`config.mk`:
```
export PLATFORM = sky130hd
export DESIGN_NAME = ex_muldiv_seq
export DESIGN_NICKNAME = d
export VERILOG_FILES = /design/src/rtl/muldiv_pkg.sv /design/src/rtl/muldiv_iter_dp.sv /design/src/rtl/ex_muldiv_seq.sv
export SDC_FILE = /design/constraint.sdc
export NUM_CORES = 1
export LEC_CHECK = 0
export ABC_CLOCK_PERIOD_IN_PS = 15100
export CAP_MARGIN = 20
export CORE_MARGIN = 1
export CORE_UTILIZATION = 40
export DETAILED_ROUTE_END_ITERATION = 6
export SYNTH_ARGS = -nofsm -noshare
export SYNTH_HDL_FRONTEND = slang
export SYNTH_HIERARCHICAL = 1
export SYNTH_SLANG_ARGS = --single-unit
```
`constraint.sdc`:
```
create_clock -name clk -period 15.1 [get_ports clk]
set_input_delay 2.265 -clock clk [delete_from_list [all_inputs] [get_ports clk]]
set_output_delay 2.265 -clock clk [all_outputs]
set_load 0.01 [all_outputs]
```
`src/rtl/muldiv_pkg.sv`:
```
// Shared encodings for the EX-stage multiply/divide sequencer: RISC-V M funct3 codes,
// sequencer states and operand-signedness helpers.
package muldiv_pkg;

   localparam int unsigned XLEN = 32;

   typedef enum logic [2:0] {
      MULDIV_OP_MUL    = 3'b000,
      MULDIV_OP_MULH   = 3'b001,
      MULDIV_OP_MULHSU = 3'b010,
      MULDIV_OP_MULHU  = 3'b011,
      MULDIV_OP_DIV    = 3'b100,
      MULDIV_OP_DIVU   = 3'b101,
      MULDIV_OP_REM    = 3'b110,
      MULDIV_OP_REMU   = 3'b111
   } muldiv_op_e;

   typedef enum logic [1:0] {
      S_IDLE = 2'b00,
      S_RUN  = 2'b01,
      S_DONE = 2'b10
   } state_e;

   function automatic logic op_signed_a(input logic [2:0] op);
      return (op != MULDIV_OP_MULHU) && (op != MULDIV_OP_DIVU) && (op != MULDIV_OP_REMU);
   endfunction

   function automatic logic op_signed_b(input logic [2:0] op);
      return (op == MULDIV_OP_MUL) || (op == MULDIV_OP_MULH) ||
             (op == MULDIV_OP_DIV) || (op == MULDIV_OP_REM);
   endfunction

endpackage

```
`src/rtl/muldiv_iter_dp.sv`:
```
// Iterative datapath: shift-add multiply (LSB first) and restoring divide (MSB first),
// one bit per step on unsigned magnitudes.
module muldiv_iter_dp #(
   parameter int unsigned W = muldiv_pkg::XLEN
) (
   input  logic           clk,
   input  logic           rst,
   input  logic           init,
   input  logic           step,
   input  logic           op_is_div,
   input  logic [W-1:0]   opa,
   input  logic [W-1:0]   opb,
   output logic [2*W-1:0] prod_nxt,
   output logic [W-1:0]   quot_nxt,
   output logic [W-1:0]   rem_nxt
);
   import muldiv_pkg::*;

   logic [2*W-1:0] prod_q;
   logic [W-1:0]   quot_q;
   logic [W-1:0]   rem_q;
   logic [W-1:0]   opnd_q;   // multiplicand for mul, divisor for div
   logic [W:0]     add_sum;
   logic [W:0]     rem_shift;
   logic           rem_ge;

   always_comb begin
      // Upper half accumulates, lower half holds the unconsumed multiplier bits
      add_sum   = {1'b0, prod_q[2*W-1:W]} + (prod_q[0] ? {1'b0, opnd_q} : '0);
      prod_nxt  = {add_sum, prod_q[W-1:1]};
      rem_shift = {rem_q, quot_q[W-1]};
      rem_ge    = rem_shift >= {1'b0, opnd_q};
      rem_nxt   = rem_ge ? W'(rem_shift - {1'b0, opnd_q}) : rem_shift[W-1:0];
      quot_nxt  = {quot_q[W-2:0], rem_ge};
   end

   always_ff @(posedge clk) begin
      if (rst) begin
         prod_q <= '0;
         quot_q <= '0;
         rem_q  <= '0;
         opnd_q <= '0;
      end else if (init) begin
         prod_q <= {{W{1'b0}}, opb};
         quot_q <= opa;
         rem_q  <= '0;
         opnd_q <= op_is_div ? opb : opa;
      end else if (step) begin
         if (op_is_div) begin
            quot_q <= quot_nxt;
            rem_q  <= rem_nxt;
         end else begin
            prod_q <= prod_nxt;
         end
      end
   end

endmodule

```
`src/rtl/ex_muldiv_seq.sv`:
```
// EX-stage multi-cycle M-extension sequencer: accepts one op, stalls the front end while
// iterating, then pulses done with the registered, sign-corrected result.
module ex_muldiv_seq #(
   parameter int unsigned XLEN         = muldiv_pkg::XLEN,
   parameter int unsigned CNT_W        = 5,
   parameter int unsigned LATENCY_ITER = 32
) (
   input  logic            clk,
   input  logic            rst,
   input  logic            start,
   input  logic [2:0]      op,
   input  logic [XLEN-1:0] rs1_data,
   input  logic [XLEN-1:0] rs2_data,
   input  logic            flush,
   output logic            stall,
   output logic            busy,
   output logic            done,
   output logic [XLEN-1:0] result
);
   import muldiv_pkg::*;

   state_e            state_q, state_d;
   logic [CNT_W-1:0]  cnt_q, cnt_d;
   logic [2:0]        op_q, op_d;
   logic              neg_q, neg_d;
   logic              done_q, done_d;
   logic [XLEN-1:0]   result_q, result_d;

   logic              sign_a, sign_b, neg_in;
   logic              div_by_zero, div_ovf;
   logic [XLEN-1:0]   abs_a, abs_b;
   logic              dp_init, dp_step, dp_is_div;
   logic [2*XLEN-1:0] prod_nxt, prod_fix;
   logic [XLEN-1:0]   quot_nxt, rem_nxt, qr_sel, run_result;

   assign sign_a = op_signed_a(op) & rs1_data[XLEN-1];
   assign sign_b = op_signed_b(op) & rs2_data[XLEN-1];
   assign abs_a  = sign_a ? -rs1_data : rs1_data;
   assign abs_b  = sign_b ? -rs2_data : rs2_data;
   // Remainder takes the dividend's sign; every other signed op takes the product sign
   assign neg_in = (op == MULDIV_OP_REM) ? sign_a : (sign_a ^ sign_b);

   assign div_by_zero = op[2] & (rs2_data == '0);
   assign div_ovf     = op[2] & ~op[0] & (rs1_data == {1'b1, {(XLEN-1){1'b0}}}) &
                        (rs2_data == '1);

   assign dp_is_div = dp_init ? op[2] : op_q[2];

   muldiv_iter_dp #(
      .W (XLEN)
   ) u_dp (
      .clk       (clk),
      .rst       (rst),
      .init      (dp_init),
      .step      (dp_step),
      .op_is_div (dp_is_div),
      .opa       (abs_a),
      .opb       (abs_b),
      .prod_nxt  (prod_nxt),
      .quot_nxt  (quot_nxt),
      .rem_nxt   (rem_nxt)
   );

   // Final-iteration values feed the result register directly so it is valid in DONE
   always_comb begin
      prod_fix = neg_q ? -prod_nxt : prod_nxt;
      qr_sel   = op_q[1] ? rem_nxt : quot_nxt;
      if (neg_q) begin
         qr_sel = -qr_sel;
      end
      case (op_q)
         MULDIV_OP_MUL:                                     run_result = prod_fix[XLEN-1:0];
         MULDIV_OP_MULH, MULDIV_OP_MULHSU, MULDIV_OP_MULHU: run_result = prod_fix[2*XLEN-1:XLEN];
         default:                                           run_result = qr_sel;
      endcase
   end

   always_comb begin
      state_d  = state_q;
      cnt_d    = cnt_q;
      op_d     = op_q;
      neg_d    = neg_q;
      done_d   = 1'b0;
      result_d = result_q;
      dp_init  = 1'b0;
      dp_step  = 1'b0;
      if (flush) begin
         state_d = S_IDLE;
      end else begin
         unique case (state_q)
            S_IDLE: begin
               if (start) begin
                  op_d  = op;
                  neg_d = neg_in;
                  cnt_d = '0;
                  if (div_by_zero) begin
                     state_d  = S_DONE;
                     done_d   = 1'b1;
                     result_d = op[1] ? rs1_data : '1;
                  end else if (div_ovf) begin
                     state_d  = S_DONE;
                     done_d   = 1'b1;
                     result_d = op[1] ? '0 : {1'b1, {(XLEN-1){1'b0}}};
                  end else begin
                     state_d = S_RUN;
                     dp_init = 1'b1;
                  end
               end
            end
            S_RUN: begin
               dp_step = 1'b1;
               cnt_d   = cnt_q + 1'b1;
               if (cnt_q == CNT_W'(LATENCY_ITER - 1)) begin
                  state_d  = S_DONE;
                  done_d   = 1'b1;
                  result_d = run_result;
               end
            end
            S_DONE:  state_d = S_IDLE;
            default: state_d = S_IDLE;
         endcase
      end
   end

   always_ff @(posedge clk) begin
      if (rst) begin
         state_q  <= S_IDLE;
         cnt_q    <= '0;
         op_q     <= '0;
         neg_q    <= 1'b0;
         done_q   <= 1'b0;
         result_q <= '0;
      end else begin
         state_q  <= state_d;
         cnt_q    <= cnt_d;
         op_q     <= op_d;
         neg_q    <= neg_d;
         done_q   <= done_d;
         result_q <= result_d;
      end
   end

   assign stall  = ~flush & (((state_q == S_IDLE) & start) | (state_q == S_RUN));
   assign busy   = (state_q != S_IDLE);
   assign done   = done_q;
   assign result = result_q;

endmodule

```
==> results of run 1 <==
## sequential cells by signal, summed over array words and instances, names as in the netlist
name         flops
cnt_q            5
done             1
neg_q            1
op_q             3
result          32
state_q          2
u_dp/opnd_q     32
u_dp/prod_q     64
u_dp/quot_q     32
u_dp/rem_q      32
## logic make-up after synthesis
logic type / share of synthesized area
buffers and inverters: 0.0755
flip-flops: 0.217
XOR/XNOR: 0.0758
multiplexers: 0.0644
AND/OR/NAND/NOR: 0.253
AO/OA/AOI/OAI: 0.266
adder cells (fa/ha/maj): 0.0493
## placed cells by master (no fill, tap or decap), drive strengths merged, types with 72 or more instances in the layout
| cell type | instances |
|---|---|
| nand2 | 294 |
| inv | 72 |
| nor2 | 291 |
| nor3 | 73 |
| clkdlybuf4s50 | 104 |
| o21ai | 134 |
| dfxtp | 204 |
| xnor2 | 95 |
| a21oi | 281 |
| mux2i | 77 |
## final timing paths
| path | endpoint | slack [ns] | cells past startpoint |
|---|---|---|---|
| max | u_dp/prod_q[60] | 7.38 | 16 |
| min | u_dp/prod_q[51] | 0.46 | 2 |
| max reg2reg | result[12] | 8.12 | 18 |
| min reg2reg | u_dp/prod_q[51] | 0.46 | 2 |
## tightest hold or removal path: stages (launching register included)
cell and delay [ns]:
dfxtp_1 0.31, nand2_1 0.05, a21oi_1 0.05
## cell type report
class / count / share of cell area
Tap cell: 607 / 0.0365
Sequential cell: 204 / 0.197
Clock buffer: 35 / 0.0364
Timing Repair Buffer: 138 / 0.0637
Clock inverter: 11 / 0.00915
Inverter: 71 / 0.0128
Antenna cell: 2 / 0.000241
Multi-Input combinational cell: 2103 / 0.644
## power by group through the flow
stage | combinational [uW] | clock (uW) | sequential [uW]
after detailed placement | 469 | 0 | 599
after CTS | 472 | 705 | 587
after global placement | 465 | 0 | 599
after global routing | 520 | 726 | 591
after floorplan | 330 | 0 | 578
final | 492 | 701 | 590
## per-layer routing
layer  global-route usage  wire, um  up-vias
li1                     -         -     9260
met1                0.417     32200     9459
met2                0.501     34100     1044
met3               0.0502      6630      214
met4                0.178      4860        4
met5                    0        23        -
## stage by stage
| step | std cells | power (uW) | setup slack, ns | util | hold slack (ns) |
|---|---|---|---|---|---|
| global route | 3169 | 1840 | 7.00 | 0.447 | 0.473 |
| floorplan | 2607 | 908 | 9.65 | - | 0.422 |
| detailed placement | 3118 | 1070 | 6.77 | 0.426 | 0.454 |
| global placement | 3116 | 1060 | 7.00 | 0.425 | 0.434 |
| CTS | 3164 | 1760 | 7.33 | 0.446 | 0.463 |
| finish | 3171 | 1780 | 7.38 | 0.447 | 0.463 |
==> key figures, run 1 <==
Run status
  • Outcome: completed

Clocking
  • Post-cts hold buffer count: 0
  • CTS Buf Count: 26
  • CTS sink cnt: 204
  • Worst skew pair latency: 0.57 ns
  • TritonCTS clock tree: yes
  • H-tree depth: 1
  • Post-CTS Setup Bufs: 0
  • Clk buf depth: 3
  • Clock slew seen by the registers of the worst setup and hold paths: 0.06 ns
  • CTS-repair resized insts: 0
  • Clock root buffer: clkbuf_16

Finish
  • Area delta synth->final: 10.3%
  • Multi-input gate area: 0.0134 mm2
  • Final instance area: approximately 0.021 mm2
  • Filler cells: between 4,000 and 5,000
  • Layout cells sized above 1: 0.0671
  • Final nets: ~2,700
  • Register area: 0.00409 mm2

Timing
  • Relative slew slack: 0.0530
  • RSZ-0062 raised after global routing: no
  • Slew at the pin closest to its max-slew limit: about 1.4 ns
  • Final period utilization: 0.511
  • Setup tns final: 0 ns
  • Fin crit period: 7.72 ns
  • Highest clock rate: 0.130 GHz
  • Setup Viol. Count Final: 0
  • Slew Limit Fails: 0
  • Clock Skew: 0.0126 ns
  • Fin. Hold Viols: 0

Logic synthesis
  • Synth area leaders: dfxtp_1 (22%), a21oi_1 (7.4%), nand2_1 (5.8%), nor2_1 (5.8%), ha_1 (4.7%)
  • Post-Syn Nets: ~2,800
  • Share of the synthesized area in the top cell type: 0.217
  • Cell taking the most area after synthesis: dfxtp_1
  • Cells after synthesis: 2,607
  • Cell variety after synth: 103
  • Post-synth top flop: dfxtp_1
  • Mapped Area: approximately 0.019 mm2
  • Most frequent cell after synthesis: nand2_1
  • Synth Area per Inst: 7.23 um2
  • Synth cell count leaders: nand2_1 (293), nor2_1 (291), a21oi_1 (279)
  • Post-synth EDFFs: 0
  • Synthesized flop and latch total: 204
  • Sequential area share after synthesis: 0.217
  • Asr flop ratio synth: 0
  • Synth Warn #: 6

Route
  • Vias per cell: about 6.3
  • Wire per inst: 24.6 um
  • Total number of vias: 20,000
  • DRT iter0 DRCs: 2,062
  • Antenna viol nets, final: 0
  • 1st-pass router iterations: 7
  • DRT Wirelength: between 70,000 and 80,000 um
  • DRC: 0

Power
  • Clk pwr share: 0.393
  • Reg power frac: 0.331
  • Int Pwr: ~1200 uW
  • Sw Share: 0.352
  • Combinational share of power: 0.276
  • Peak VDD IR: 0.0806 mV
  • P_sw: 628 uW
  • Leak Pwr: just under 0.008 uW
  • Power Dens Cells: 85.8 mW/mm2

Setup path
  • Crit path buf inv count: 5
  • WP data required: 15.59 ns
  • Crit path max fanout: 109
  • Critical path arrival: slightly above 8 ns
  • Crit path kind: in2reg
  • Family with the most delay on the worst path: buffers and inverters
  • Slowest-stage cell, CP: buf_4
  • Crit-path max cell delay: 0.82 ns
  • Critical path origin: rs2_data[0]
  • Crit path cell chain: clkdlybuf4s50_1, inv_1, ha_1, nor2b_1, nand4_1, nand4b_1, o21ai_1, nor2_4, buf_4, buf_4, o21ai_4, nor2b_4, buf_4, nand2_1, a2111o_1, o211ai_1
  • Crit end category: flop
  • Crit path top cell by count: buf_4
  • Reg2reg start: u_dp/opnd_q[26]
  • Crit start category: input pin

Global routing
  • Vias in the first global route: 18,300
  • Antenna violations before repair: 2
  • GRT Total Usage: 0.319
  • First-pass GRT wire length: ~120,000 um
  • Grt total ovfl: 0
  • Largest net degree at the start of global routing: 110

Floorplanning
  • Core area: 0.0465 mm2
  • Die Area: about 0.048 mm2
  • Chip height: 219 um
  • I/O pin count: 106
  • Initial Util: 0.405
  • Die Width: 219 um
  • # rows: a little under 80

Placement
  • Hpwl dp: ~59,000 um
  • GP Congestion: 1.04
  • Port-buffer cells: 105
  • Placed Area: 0.0198 mm2

Hold path
  • Hold Path Class: reg2reg
  • Worst Min Path Start: u_dp/prod_q[51]

Flow run
  • Max-cap violations: 0
(Power assumes the default switching activity.)
==> run 2: changes to the inputs <==
ABC_CLOCK_PERIOD_IN_PS = 6700   (was 15100)
clock period = 6.7 ns   (was 15.1 ns; I/O delays follow)
==> run 2 against run 1 <==
  * Clock skew increased by 0.011 ns
  * Die area unchanged
  * Count of clock-buffer cells in the layout is the same
  * Power is 130% higher
  * Via count is 0.91% higher
  * Wire length is 2.9% higher
  * Non-clock buffer count is 18 higher
  * Hold slack got worse by 0.0042 ns
  * Utilization is 0.36 points higher
  * Sequential power up 130%
  * Critical endpoint is now result[30]
==> key figures, run 2 (synthesized netlist as in run 1, its figures left out) <==
Finish
  • Leading cell type in the layout, fill and taps excluded: nand2_1
  • Largest register FFs: 64 (unchanged)
  • Largest register by flop count: u_dp/prod_q
  • Area delta synth->final: 11.2%
  • Most frequent cells in the layout: nand2_1 (292), nor2_1 (290), a21oi_1 (278)
  • Post-layout util: 0.451 (+0.00361)
  • Layout cells sized above 1: 0.0755 (+0.00839)
  • Final nets: 2,706 (+0.67%)

Clocking
  • Clock slew seen by the registers of the worst setup and hold paths: 0.06 ns (about the same)
  • CTS-repair resized insts: 0 (unchanged)
  • CTS Buf Count: 26 (unchanged)
  • Clk buf depth: 3 (unchanged)
  • Clock root buffer: clkbuf_16
  • Post-CTS Setup Bufs: 0 (unchanged)
  • CTS sink cnt: 204 (unchanged)
  • Worst skew pair latency: 0.57 ns (about the same)
  • H-tree depth: 1 (unchanged)
  • TritonCTS clock tree: yes
  • Post-cts hold buffer count: 0 (unchanged)

Route
  • DRT iter0 DRCs: 2,245 (+8.9%)
  • Vias per cell: 6.32 (+0.31%)
  • 1st-pass router iterations: 7 (unchanged)
  • Antenna viol nets, final: 0 (unchanged)
  • DRC: 0 (unchanged)
  • DRT Wirelength: 80,100 um (+2.9%)
  • Wire per inst: 25.1 um (+2.2%)
  • Total number of vias: 20,200 (+0.91%)

Timing
  • Clock Skew: 0.0231 ns (+0.0106 ns)
  • Setup tns final: 0 ns (unchanged)
  • Setup Viol. Count Final: 0 (unchanged)
  • Final hold slack: 0.459 ns (-0.00424 ns)
  • Fin crit period: roughly 6.5 ns
  • Highest clock rate: 0.154 GHz
  • Final period utilization: 0.971
  • Relative slew slack: 0.156 (+0.103)
  • Slew at the pin closest to its max-slew limit: 1.27 ns (-0.155 ns)
  • Slew Limit Fails: 0 (unchanged)
  • RSZ-0062 raised after global routing: no
  • PnR worst setup slack: 0.197 ns (-7.18 ns)
  • Fin. Hold Viols: 0 (unchanged)

Power
  • Int Pwr: 2620 uW (+130%)
  • Peak VDD IR: 0.206 mV (+160%)
  • Combinational share of power: 0.277 (about the same)
  • Sw Share: 0.356 (+0.00424)
  • Clk pwr share: 0.397 (+0.004)
  • Power Dens Cells: 194 mW/mm2 (+130%)
  • Final Power: 4080 uW (+130%)
  • Leak Pwr: 0.00792 uW (+1.2%)
  • P_sw: 1450 uW (+130%)
  • Reg power frac: 0.326 (-0.005)

Setup path
  • Crit path kind: reg2reg
  • Crit end category: flop
  • Crit path max fanout: 10 (-91%)
  • Crit path cell chain: inv_1, ha_1, nand4_1, a2111oi_4, nor3_2, o31ai_4, mux2i_1, mux2i_1, ha_1, nor4bb_1, o22ai_1, nor3_1, a311o_1, o21ai_0, or4_1, a32o_1
  • Critical path arrival: 6.96 ns (-1.25 ns)
  • Crit-path max cell delay: 0.80 ns (-0.02 ns)
  • R2R setup slack: 0.20 ns (-7.92 ns)
  • Crit start category: flop
  • WP data required: 7.15 ns (-8.44 ns)
  • Slowest-stage cell, CP: nor3_1

Floorplanning
  • Die Width: 219 um (unchanged)
  • Initial Util: 0.405 (unchanged)
  • # rows: 79 (unchanged)
  • Chip height: 219 um (unchanged)
  • Die Area: 0.0480 mm2 (unchanged)
  • I/O pin count: 106 (unchanged)
  • Core area: 0.0465 mm2 (unchanged)

Global routing
  • Met1 Use GR: 0.452 (+0.0350)
  • GRT met2 Usage: 0.500 (-0.000633)
  • Grt total ovfl: 0 (unchanged)
  • Antenna violations before repair: 2 (unchanged)
  • Vias in the first global route: 18,200 (-0.46%)
  • GRT Total Usage: 0.327 (+0.00711)
  • First-pass GRT wire length: 118,000 um (+1.7%)
  • Largest net degree at the start of global routing: 193 (+75%)
  • GRT met3 Usage: 0.0452 (-0.00499)
  • Most Crowded Layer GR: met2

Placement
  • Hpwl dp: 61,300 um (+4.3%)
  • GP Congestion: 1.03 (-0.72%)
  • Port-buffer cells: 105 (unchanged)
  • Placement Setup Slack: 0.565 ns (-6.20 ns)

Flow run
  • Max-cap violations: 0 (unchanged)

Hold path
  • Hold Path Class: reg2reg

Run status
  • Outcome: completed
-- run 2: cell types whose count changed in the layout (fill, tap and decap cells not counted), moves of 2 or more --
cell	delta
clkbuf_1	-3
clkbuf_8	+2
buf_4	+21
clkinvlp_4	+3
buf_6	-3
-- run 2: final cells by class --
type                            instances  area, um2
Fill cell                            4747      25500
Timing Repair Buffer                  156       1460
Clock buffer                           35        797
Sequential cell                       204       4090
Multi-Input combinational cell       2103      13400
Tap cell                              607        759
Inverter                               71        267
Antenna cell                            1       2.50
Clock inverter                         13        189
-- run 2: metal layers --
metal / wire length, um / part of all wire
met2: 34400 / 0.43
met1: 34500 / 0.43
met4: 4040 / 0.050
met3: 7110 / 0.089
met5: 11 / 0.00014
-- run 2: critical path: cells and delay by family, from the launching register on --
kind | cells | cell delay (ns)
buf+inv | 1 | 0.09
mux | 2 | 0.63
compound gates | 6 | 2.06
fa+ha+maj | 2 | 0.67
flops | 1 | 0.49
simple gates | 5 | 2.45
-- run 2: power by group through the flow --
stage               Sequential (uW)  Combinational, uW  Clock, uW
global placement               1350               1070          0
global route                   1330               1190       1680
CTS                            1320               1080       1630
floorplan                      1300                743          0
finish                         1330               1130       1620
detailed placement             1350               1080          0
-- run 2: worst paths after layout --
check	start	to	cells after the start
max	u_dp/opnd_q[13]	result[30]	16
min	u_dp/prod_q[36]	u_dp/prod_q[36]	2
min reg2reg	u_dp/prod_q[36]	u_dp/prod_q[36]	2
max reg2reg	u_dp/opnd_q[13]	result[30]	16
-- run 2: per-stage QoR --
| step | std cells | instance area [um2] |
|---|---|---|
| after floorplan | 2607 | 18800 |
| after CTS | 3188 | 20900 |
| after detailed placement | 3140 | 20000 |
| after global routing | 3189 | 21000 |
| final | 3190 | 21000 |
| after global placement | 3140 | 20000 |
